## src/rtl/fixed_mac_resize.sv

```systemverilog
// Signed fixed-point MAC: accumulates N full-precision products per frame, then emits one
// resized Q(WIO.WFO) result with overflow/underflow flags. Define ROUND_NEAREST_EN for round-half-up.
module fixed_mac_resize #(
  parameter int WI1 = 5,
  parameter int WF1 = 11,
  parameter int WI2 = 5,
  parameter int WF2 = 11,
  parameter int N   = 4,
  parameter int WIA = 12,
  parameter int WIO = 6,
  parameter int WFO = 11
) (
  input  logic                 clk,
  input  logic                 reset,
  input  logic                 in_valid,
  output logic                 in_ready,
  input  logic [WI1+WF1-1:0]   in_a,
  input  logic [WI2+WF2-1:0]   in_b,
  input  logic                 OF_saturation,
  input  logic                 UF_saturation,
  output logic                 out_valid,
  input  logic                 out_ready,
  output logic [WIO+WFO-1:0]   out_data,
  output logic                 overflow,
  output logic                 underflow
);

  localparam int WFP = WF1 + WF2;
  localparam int PW  = WI1 + WI2 + WFP;
  localparam int AW  = WIA + WFP;
  // One spare integer bit above the accumulator so rounding can never wrap the sign.
  localparam int XI  = (WIO > WIA + 1) ? WIO : WIA + 1;
  localparam int XW  = XI + WFP;
  localparam int OW  = WIO + WFO;
  localparam int DW  = WFP - WFO;
  localparam int CW  = (N > 1) ? $clog2(N) : 1;
  localparam int RSH = (DW > 0) ? DW - 1 : 0;
  localparam int RINC = (DW > 0) ? 1 : 0;

  localparam logic [AW-1:0] DISC_MASK = (AW'(1) << DW) - AW'(1);
  localparam logic [OW-1:0] FRAC_ONES = (OW'(1) << WFO) - OW'(1);

  logic signed [AW-1:0] acc_q, acc_d;
  logic [CW-1:0]        count_q, count_d;
  logic                 out_valid_q, out_valid_d;
  logic [OW-1:0]        out_data_q, out_data_d;
  logic                 overflow_q, overflow_d;
  logic                 underflow_q, underflow_d;

  logic signed [PW-1:0] a_ext, b_ext, prod;
  logic signed [AW-1:0] prod_ext, sum;
  logic signed [XW-1:0] s_ext, r_ext;
  logic [XW-WFP-WIO:0]  hi_bits;
  logic                 accept, frame_end;
  logic                 res_sign, res_ov, res_uf;
  logic [OW-1:0]        res_data;

  assign in_ready  = !out_valid_q || out_ready;
  assign accept    = in_valid && in_ready;
  assign frame_end = accept && (count_q == CW'(N - 1));

  assign a_ext    = PW'($signed(in_a));
  assign b_ext    = PW'($signed(in_b));
  assign prod     = a_ext * b_ext;
  assign prod_ext = AW'(prod);
  assign sum      = acc_q + prod_ext;

  always_comb begin
    s_ext = XW'(sum);
`ifdef ROUND_NEAREST_EN
    r_ext = s_ext + (XW'(RINC) << RSH);
`else
    r_ext = s_ext;
`endif
    res_sign = r_ext[XW-1];
    hi_bits  = r_ext[XW-1:WFP+WIO-1];
    res_ov   = 1'b0;
    if (WIO < WIA) begin
      res_ov = !((&hi_bits) || !(|hi_bits));
    end
    // Underflow always reflects the unrounded sum.
    res_uf   = |(sum & DISC_MASK);
    res_data = {res_sign, r_ext[WFP+WIO-2:WFP-WFO]};
    if (res_ov && OF_saturation) begin
      res_data = res_sign ? {1'b1, {(OW-1){1'b0}}} : {1'b0, {(OW-1){1'b1}}};
    end else if (res_uf && UF_saturation) begin
      res_data = res_data | FRAC_ONES;
    end
  end

  always_comb begin
    acc_d       = acc_q;
    count_d     = count_q;
    out_valid_d = out_valid_q;
    out_data_d  = out_data_q;
    overflow_d  = overflow_q;
    underflow_d = underflow_q;
    if (out_valid_q && out_ready) begin
      out_valid_d = 1'b0;
    end
    if (frame_end) begin
      acc_d       = '0;
      count_d     = '0;
      out_valid_d = 1'b1;
      out_data_d  = res_data;
      overflow_d  = res_ov;
      underflow_d = res_uf;
    end else if (accept) begin
      acc_d   = sum;
      count_d = count_q + CW'(1);
    end
  end

  always_ff @(posedge clk or posedge reset) begin
    if (reset) begin
      acc_q       <= '0;
      count_q     <= '0;
      out_valid_q <= 1'b0;
      out_data_q  <= '0;
      overflow_q  <= 1'b0;
      underflow_q <= 1'b0;
    end else begin
      acc_q       <= acc_d;
      count_q     <= count_d;
      out_valid_q <= out_valid_d;
      out_data_q  <= out_data_d;
      overflow_q  <= overflow_d;
      underflow_q <= underflow_d;
    end
  end

  assign out_valid = out_valid_q;
  assign out_data  = out_data_q;
  assign overflow  = overflow_q;
  assign underflow = underflow_q;

endmodule

```

## config.mk

```make
export PLATFORM = sky130hd
export DESIGN_NAME = fixed_mac_resize
export DESIGN_NICKNAME = d
export VERILOG_FILES = /design/src/rtl/fixed_mac_resize.sv
export SDC_FILE = /design/constraint.sdc
export NUM_CORES = 1
export LEC_CHECK = 0
export CORE_MARGIN = 5
export CORE_UTILIZATION = 23
export CTS_CLUSTER_SIZE = 20
export DETAILED_ROUTE_END_ITERATION = 7
export GPL_TIMING_DRIVEN = 0
export PLACE_DENSITY_LB_ADDON = 0.25
export SLEW_MARGIN = 20
export SYNTH_ARGS = -nofsm -noshare
export SYNTH_HDL_FRONTEND = slang
export SYNTH_SLANG_ARGS = --single-unit
```

## constraint.sdc

```tcl
create_clock -name clk -period 17.35 [get_ports clk]
set_input_delay 4.3375 -clock clk [delete_from_list [all_inputs] [get_ports clk]]
set_output_delay 4.3375 -clock clk [all_outputs]
set_load 0.005 [all_outputs]
```

# Yosys cells after proc, flatten, opt, wreduce, memory -nomap -nowiden

Index checks and enable logic that the tools add are counted.

Bits in registers: 56
Output and inout port bits: 21
Input bits: 38
Word-level logic and storage cells: 34

Multiplexer cells: 9
Equal/unequal tests: 1
Multipliers: 1
Reduce and logical (&&, ||, !) cells: 15
$add $sub $neg: 2

Operators with widths:

| cell                  | number |
|---|---|
| $mux W34              | 2 |
| $add A34 B32 Y34      | 1 |
| $mux W17              | 2 |
| $mul A16 B16 Y32      | 1 |
| $mux W11              | 1 |
| $reduce_or A11 Y1     | 1 |
| $reduce_and A7 Y1     | 1 |
| $reduce_or A7 Y1      | 1 |
| $logic_and A1 B1 Y1   | 5 |
| $mux W2               | 2 |
| $reduce_bool A2 Y1    | 2 |
| $logic_not A1 Y1      | 3 |
| $add A2 B1 Y2 const B | 1 |
| $eq A2 B2 Y1 const B  | 1 |
| $logic_or A1 B1 Y1    | 2 |
| $mux W1               | 2 |

# Longest topological paths before layout

Gate-level depths: netlist (run 1).

Depth after elaboration: 8
Depth in mapped cells: 26
Gate-level depth less buffers: 23

# Worst setup path after synthesis (run 1)

OpenSTA, ideal clock, no wires.

Path kind: input port to flip-flop
Start: in in_b[1]
End: reg out_data_q[10], in the netlist out_data[10]
Data required time: 17.224 ns
Stages: 24
Slack: 6.421 ns
Arrival time: 10.803 ns
Path through: clkbuf_1 nand2_1 inv_1 fa_1 inv_1 fa_1 inv_1 fa_1 fa_1 fa_1 inv_1 fa_1 inv_1 ha_1 clkbuf_1 nand2_1 o21ai_1 a31o_2 or4_1 a21oi_1 a311oi_1 or4_4 a21o_1 o311a_1

Cells in the longest elaborated chain, start to end: 8
Elaborated cells between the ends (all ways): 13
Classes of those cells: 1 x add/sub; 1 x mul; 3 x mux; 8 x reduce/logical

RTL lines:

| item                 | line | source |
|---|---|---|
| from (decl)          | 18   | `input logic [WI2+WF2-1:0] in_b,` |
| $mul A16 B16 Y32 *   | 64   | `assign prod = a_ext * b_ext;` |
| $add A34 B32 Y34 *   | 66   | `assign sum = acc_q + prod_ext;` |
| $reduce_or A7 Y1     | 79   | `res_ov = !((&hi_bits) \|\| !(\|hi_bits));` |
| $logic_not A1 Y1     | 79   |  |
| $logic_or A1 B1 Y1   | 79   |  |
| $logic_not A1 Y1     | 79   |  |
| $logic_and A1 B1 Y1  | 84   | `if (res_ov && OF_saturation) begin` |
| $mux W17 *           | 84   |  |
| to (signal assigned) | 126  | `out_data_q <= out_data_d;` |
| to (decl)            | 46   | `logic [OW-1:0] out_data_q, out_data_d;` |

Every way passes the cells marked *; elsewhere a longest branch is shown, timed or not.
A chain may end at the register's enable or synchronous reset.

# Worst setup path after layout (run 1)

Start: in in_a[15]
End: reg out_data_q[0], in the netlist out_data[0]

Cells in the longest elaborated chain, start to end: 8
Elaborated cells between the ends (all ways): 10
Classes of those cells: 1 x add/sub; 1 x mul; 2 x mux; 6 x reduce/logical

RTL lines:

| item                | line | source |
|---|---|---|
| from (decl)         | 17   | `input logic [WI1+WF1-1:0] in_a,` |
| $mul A16 B16 Y32 *  | 64   |  |
| $add A34 B32 Y34 *  | 66   |  |
| $reduce_or A7 Y1    | 79   |  |
| $logic_not A1 Y1    | 79   |  |
| $logic_or A1 B1 Y1  | 79   |  |
| $logic_not A1 Y1    | 79   |  |
| $logic_and A1 B1 Y1 | 84   |  |
| $mux W17 *          | 84   |  |

Marks and branches as above.

==> tab_implementation.tex, run 1 <==
\begin{tabular}{lr}
\hline
Metric & Value \\
\hline
\multicolumn{2}{l}{\textbf{Run status}} \\
\quad Result of the run & finished clean \\
\multicolumn{2}{l}{\textbf{Timing}} \\
\quad Transition at the pin with the smallest max-transition slack & 0.923 ns \\
\quad Share of the clock period used by the worst path & a little over 70\% \\
\quad Max-Slew Margin vs Limit & about two fifths \\
\quad Hold Vio Cnt, Final & 0 \\
\quad Accumulated negative setup slack & 0 ns \\
\quad Worst setup skew after layout & between 0.01 and 0.015 ns \\
\quad Setup-violating endpoint count in the final report & 0 \\
\quad Achievable Freq & 80.2 MHz \\
\quad Minimum period implied by the final worst setup slack & roughly 12 ns \\
\quad Unrepaired setup endpoints after global routing & no \\
\quad Number of max-slew violations in the final report & 0 \\
\multicolumn{2}{l}{\textbf{Routing}} \\
\quad Avg WL per Cell & 17.7 um \\
\quad Iteration-0 DRC Markers & a little under 600 \\
\quad DRC violations left & 0 \\
\quad Routed wire length & 40.9 mm \\
\quad Detail-routed via count per cell & 4.30 \\
\quad Initial DRT Pass Iterations & 5 \\
\quad Routed via count & just under 10000 \\
\quad DRT antenna net count & 0 \\
\multicolumn{2}{l}{\textbf{Clock network}} \\
\quad Number of buffers added to fix hold violations after cts & 0 \\
\quad Maximum level of the CTS H-tree & 2 \\
\quad Number of clock buffers inserted by TritonCTS & 5 \\
\quad Post-CTS setup buffers & 0 \\
\quad Worst skew pair latency & 0.30 ns \\
\quad Clock Tree Root & sky130\_fd\_sc\_hd\_\_clkbuf\_16 \\
\quad TritonCTS clock tree & built \\
\quad Number of buffers on the longest clock path & 2 \\
\quad Clock net sink count & 56 \\
\quad Post\_cts resized & 0 \\
\quad Clock edge transition at the registers on the reported setup and hold paths & about 0.070 ns \\
\multicolumn{2}{l}{\textbf{Synth}} \\
\quad Number of enable-type register cells in the synthesized netlist & 0 \\
\quad Area share of the largest cell type after synthesis & $\sim$44\% \\
\quad Avg Cell Area, Syn & around 9.4 um\^{}2 \\
\quad Most instantiated library cell after synthesis & sky130\_fd\_sc\_hd\_\_inv\_1 \\
\quad Top post-synthesis cells by area & sky130\_fd\_sc\_hd\_\_fa\_1 (44\%), sky130\_fd\_sc\_hd\_\_dfrtp\_1 (10\%), sky130\_fd\_sc\_hd\_\_inv\_1 (9.5\%) \\
\quad Post-Synthesis Cell Area & approximately 14000 um\^{}2 \\
\quad Cell types with the highest counts after synthesis & sky130\_fd\_sc\_hd\_\_inv\_1 (350), sky130\_fd\_sc\_hd\_\_fa\_1 (305), sky130\_fd\_sc\_hd\_\_nand2\_1 (166) \\
\quad Register bit count reported by yosys & between 50 and 60 \\
\quad Post-synth ARST share & 100\% \\
\quad Flip-flop cell with the highest count after synthesis & sky130\_fd\_sc\_hd\_\_dfrtp\_1 \\
\quad Share of the yosys chip area belonging to registers & just over 10\% \\
\quad Area leader, netlist & sky130\_fd\_sc\_hd\_\_fa\_1 \\
\quad Number of warning messages in the yosys log & 0 \\
\quad Mapped Nets & about 1900 \\
\quad Library cells used by synthesis & just under 60 \\
\quad Cells after Synth & around 1500 \\
\multicolumn{2}{l}{\textbf{Placed design}} \\
\quad Placed wire-length estimate after detailed placement & $\sim$36 mm \\
\quad Buffers on Ports & 58 \\
\quad Gpl congestion & slightly below 0.9 \\
\multicolumn{2}{l}{\textbf{Setup path}} \\
\quad CP max FO & 10 \\
\quad Startpoint types & input pin \\
\quad Internal reg-to-reg setup slack & roughly 11 ns \\
\quad Required @ worst endpoint & around 18 ns \\
\quad Kind of critical path & input pin to register \\
\quad Data arrival time of the critical path & about 13 ns \\
\quad Critical path capture point type & register \\
\multicolumn{2}{l}{\textbf{Finish}} \\
\quad Diodes inserted & 0 \\
\quad Storage cell area & about 1400 um\^{}2 \\
\quad Proportion of layout cells with a drive suffix above 1 & 1.69\% \\
\quad Layout Area Growth over Synthesis & 12.7\% \\
\quad Area of the multi-input gates & 10800 um\^{}2 \\
\quad Number of inserted filler cells in the final layout & 6263 \\
\quad Nets@finish & 1979 \\
\multicolumn{2}{l}{\textbf{Die}} \\
\quad Starting density of the core & around a quarter \\
\quad Core ar. & 59100 um\^{}2 \\
\quad Top-level port count & 59 \\
\quad Die area & between 60000 and 70000 um\^{}2 \\
\quad Floorplan die height & between 200 and 300 um \\
\quad Horizontal extent of the die & between 200 and 300 um \\
\quad Num rows & 89 \\
\multicolumn{2}{l}{\textbf{GRT}} \\
\quad Via count of the first global-routing pass & 10800 \\
\quad Initial antenna violation count & 1 \\
\quad Residual overflow from global routing & 0 \\
\quad Wire length of the first global-routing pass & between 60 and 70 mm \\
\quad Pin count of the biggest net entering global routing & 56 \\
\quad Total routing resource utilization after global routing & around an eighth \\
\multicolumn{2}{l}{\textbf{Min path}} \\
\quad Worst Hold Class & register to register \\
\multicolumn{2}{l}{\textbf{Job}} \\
\quad Number of maximum-capacitance violations & 0 \\
\hline
\end{tabular}
## through the flow
| stage | util, % | setup slack, ns | hold slack (ns) | std cells | cell area [um^2] |
|---|---|---|---|---|---|
| 4_1_cts | 26.2 | 4.88 | 0.500 | 2307 | 15500 |
| 5_1_grt | 26.2 | 4.40 | 0.523 | 2307 | 15500 |
| 3_3_place_gp | 25.9 | 4.61 | 0.466 | 2298 | 15300 |
| 6_report | 26.2 | 4.88 | 0.494 | 2307 | 15500 |
| 2_1_floorplan | - | 6.42 | 0.455 | 1467 | 13800 |
| 3_5_place_dp | 25.9 | 4.62 | 0.483 | 2299 | 15300 |
## worst paths after layout
path,from,endpoint,cells after the start
min reg2reg,underflow,underflow,2
min,underflow,underflow,2
max reg2reg,acc_q[15],out_data[0],20
max,in_a[15],out_data[0],26
max in group asynchronous,reset,out_data[6],3
min in group asynchronous,reset,out_valid,2
## kinds of logic after synthesis
group / share of synthesized area, %
and+or+nand+nor: 13.9
muxes: 0.245
xor gates and xnor gates: 2.04
adders and majority gates: 53.7
buffers and inverters: 11.2
DFF: 10.2
AOI/OAI and AO/OA: 8.71
## state kept, by name, summed over array words and instances (netlist names)
register   cells
acc_q         34
count_q        2
out_data      17
out_valid      1
overflow       1
underflow      1
## worst max-delay path, stage by stage
cell and delay [ns]:
sky130_fd_sc_hd__clkdlybuf4s50_1 0.57, sky130_fd_sc_hd__clkbuf_1 0.34, sky130_fd_sc_hd__nand2_1 0.23, sky130_fd_sc_hd__inv_1 0.08, sky130_fd_sc_hd__fa_1 0.73, sky130_fd_sc_hd__inv_1 0.11, sky130_fd_sc_hd__fa_1 0.55, sky130_fd_sc_hd__inv_1 0.30
sky130_fd_sc_hd__fa_1 0.50, sky130_fd_sc_hd__fa_1 0.51, sky130_fd_sc_hd__fa_1 0.50, sky130_fd_sc_hd__inv_1 0.05, sky130_fd_sc_hd__fa_1 0.49, sky130_fd_sc_hd__inv_1 0.04, sky130_fd_sc_hd__ha_1 0.28, sky130_fd_sc_hd__clkbuf_1 0.20
sky130_fd_sc_hd__a21oi_1 0.22, sky130_fd_sc_hd__o21ai_0 0.23, sky130_fd_sc_hd__a211oi_1 0.57, sky130_fd_sc_hd__a21oi_1 0.18, sky130_fd_sc_hd__xnor2_1 0.36, sky130_fd_sc_hd__o211ai_1 0.15, sky130_fd_sc_hd__or4_4 0.46, sky130_fd_sc_hd__o211ai_1 0.21
sky130_fd_sc_hd__buf_2 0.26, sky130_fd_sc_hd__a211oi_1 0.12
## cell type report
type / count / area share [%]
buffer: 55 / 1.40
clock buffer: 5 / 0.807
clock inverter: 3 / 0.298
inverter: 351 / 8.51
multi-input combinational: 1005 / 69.8
sequential: 56 / 9.04
tap: 773 / 6.24
timing repair buffer: 59 / 3.92
## metal layers
| layer | track usage (%) | part of all wire (%) |
|---|---|---|
| met1 | 18.4 | 47 |
| met2 | 21.6 | 48 |
| met3 | 1.14 | 2.7 |
| met4 | 2.90 | 2.4 |
| met5 | 0 | 0.017 |
## cells in the final DEF, fill, tap and decap left out, types with 3 or more instances in the layout
master	n
sky130_fd_sc_hd__a221oi_1	3
sky130_fd_sc_hd__ha_1	103
sky130_fd_sc_hd__o21bai_1	7
sky130_fd_sc_hd__nor4_1	4
sky130_fd_sc_hd__dfrtp_1	56
sky130_fd_sc_hd__and2_1	123
sky130_fd_sc_hd__a21o_1	9
sky130_fd_sc_hd__nand4_1	3
sky130_fd_sc_hd__o21ai_0	31
sky130_fd_sc_hd__o211ai_1	7
sky130_fd_sc_hd__a22o_1	22
sky130_fd_sc_hd__a21oi_1	32
sky130_fd_sc_hd__a31oi_1	5
sky130_fd_sc_hd__clkbuf_1	50
sky130_fd_sc_hd__o21a_1	6
sky130_fd_sc_hd__xnor2_1	23
sky130_fd_sc_hd__a311oi_1	3
sky130_fd_sc_hd__xor2_1	9
sky130_fd_sc_hd__buf_2	3
sky130_fd_sc_hd__a211oi_1	20
sky130_fd_sc_hd__and3_1	9
sky130_fd_sc_hd__nor3_1	17
sky130_fd_sc_hd__o221a_2	4
sky130_fd_sc_hd__inv_1	349
sky130_fd_sc_hd__clkdlybuf4s50_1	58
sky130_fd_sc_hd__nand2b_1	7
sky130_fd_sc_hd__nand3_1	8
sky130_fd_sc_hd__nor2_1	41
sky130_fd_sc_hd__clkbuf_16	5
sky130_fd_sc_hd__mux2_2	3
sky130_fd_sc_hd__fa_1	305
sky130_fd_sc_hd__nand2_1	166
Power of run 1 is left out: the tool's default activity adds up to more than one toggle a clock period on the data nets, which glitch-free logic cannot reach.
==> inputs of run 2 (changes only) <==
Clock period 17.35 ns to 11.6 ns, I/O delays scaled along.
==> results of run 2 <==
The final DEF is identical to that of run 1. Status: finished clean.
Main changes from that run: setup slack after placement 4.62 ns -> 0.311 ns; setup slack after layout 4.88 ns -> 0.566 ns; register-to-register setup slack 10.79 ns -> 5.04 ns
Power of run 2 is left out for the same reason.
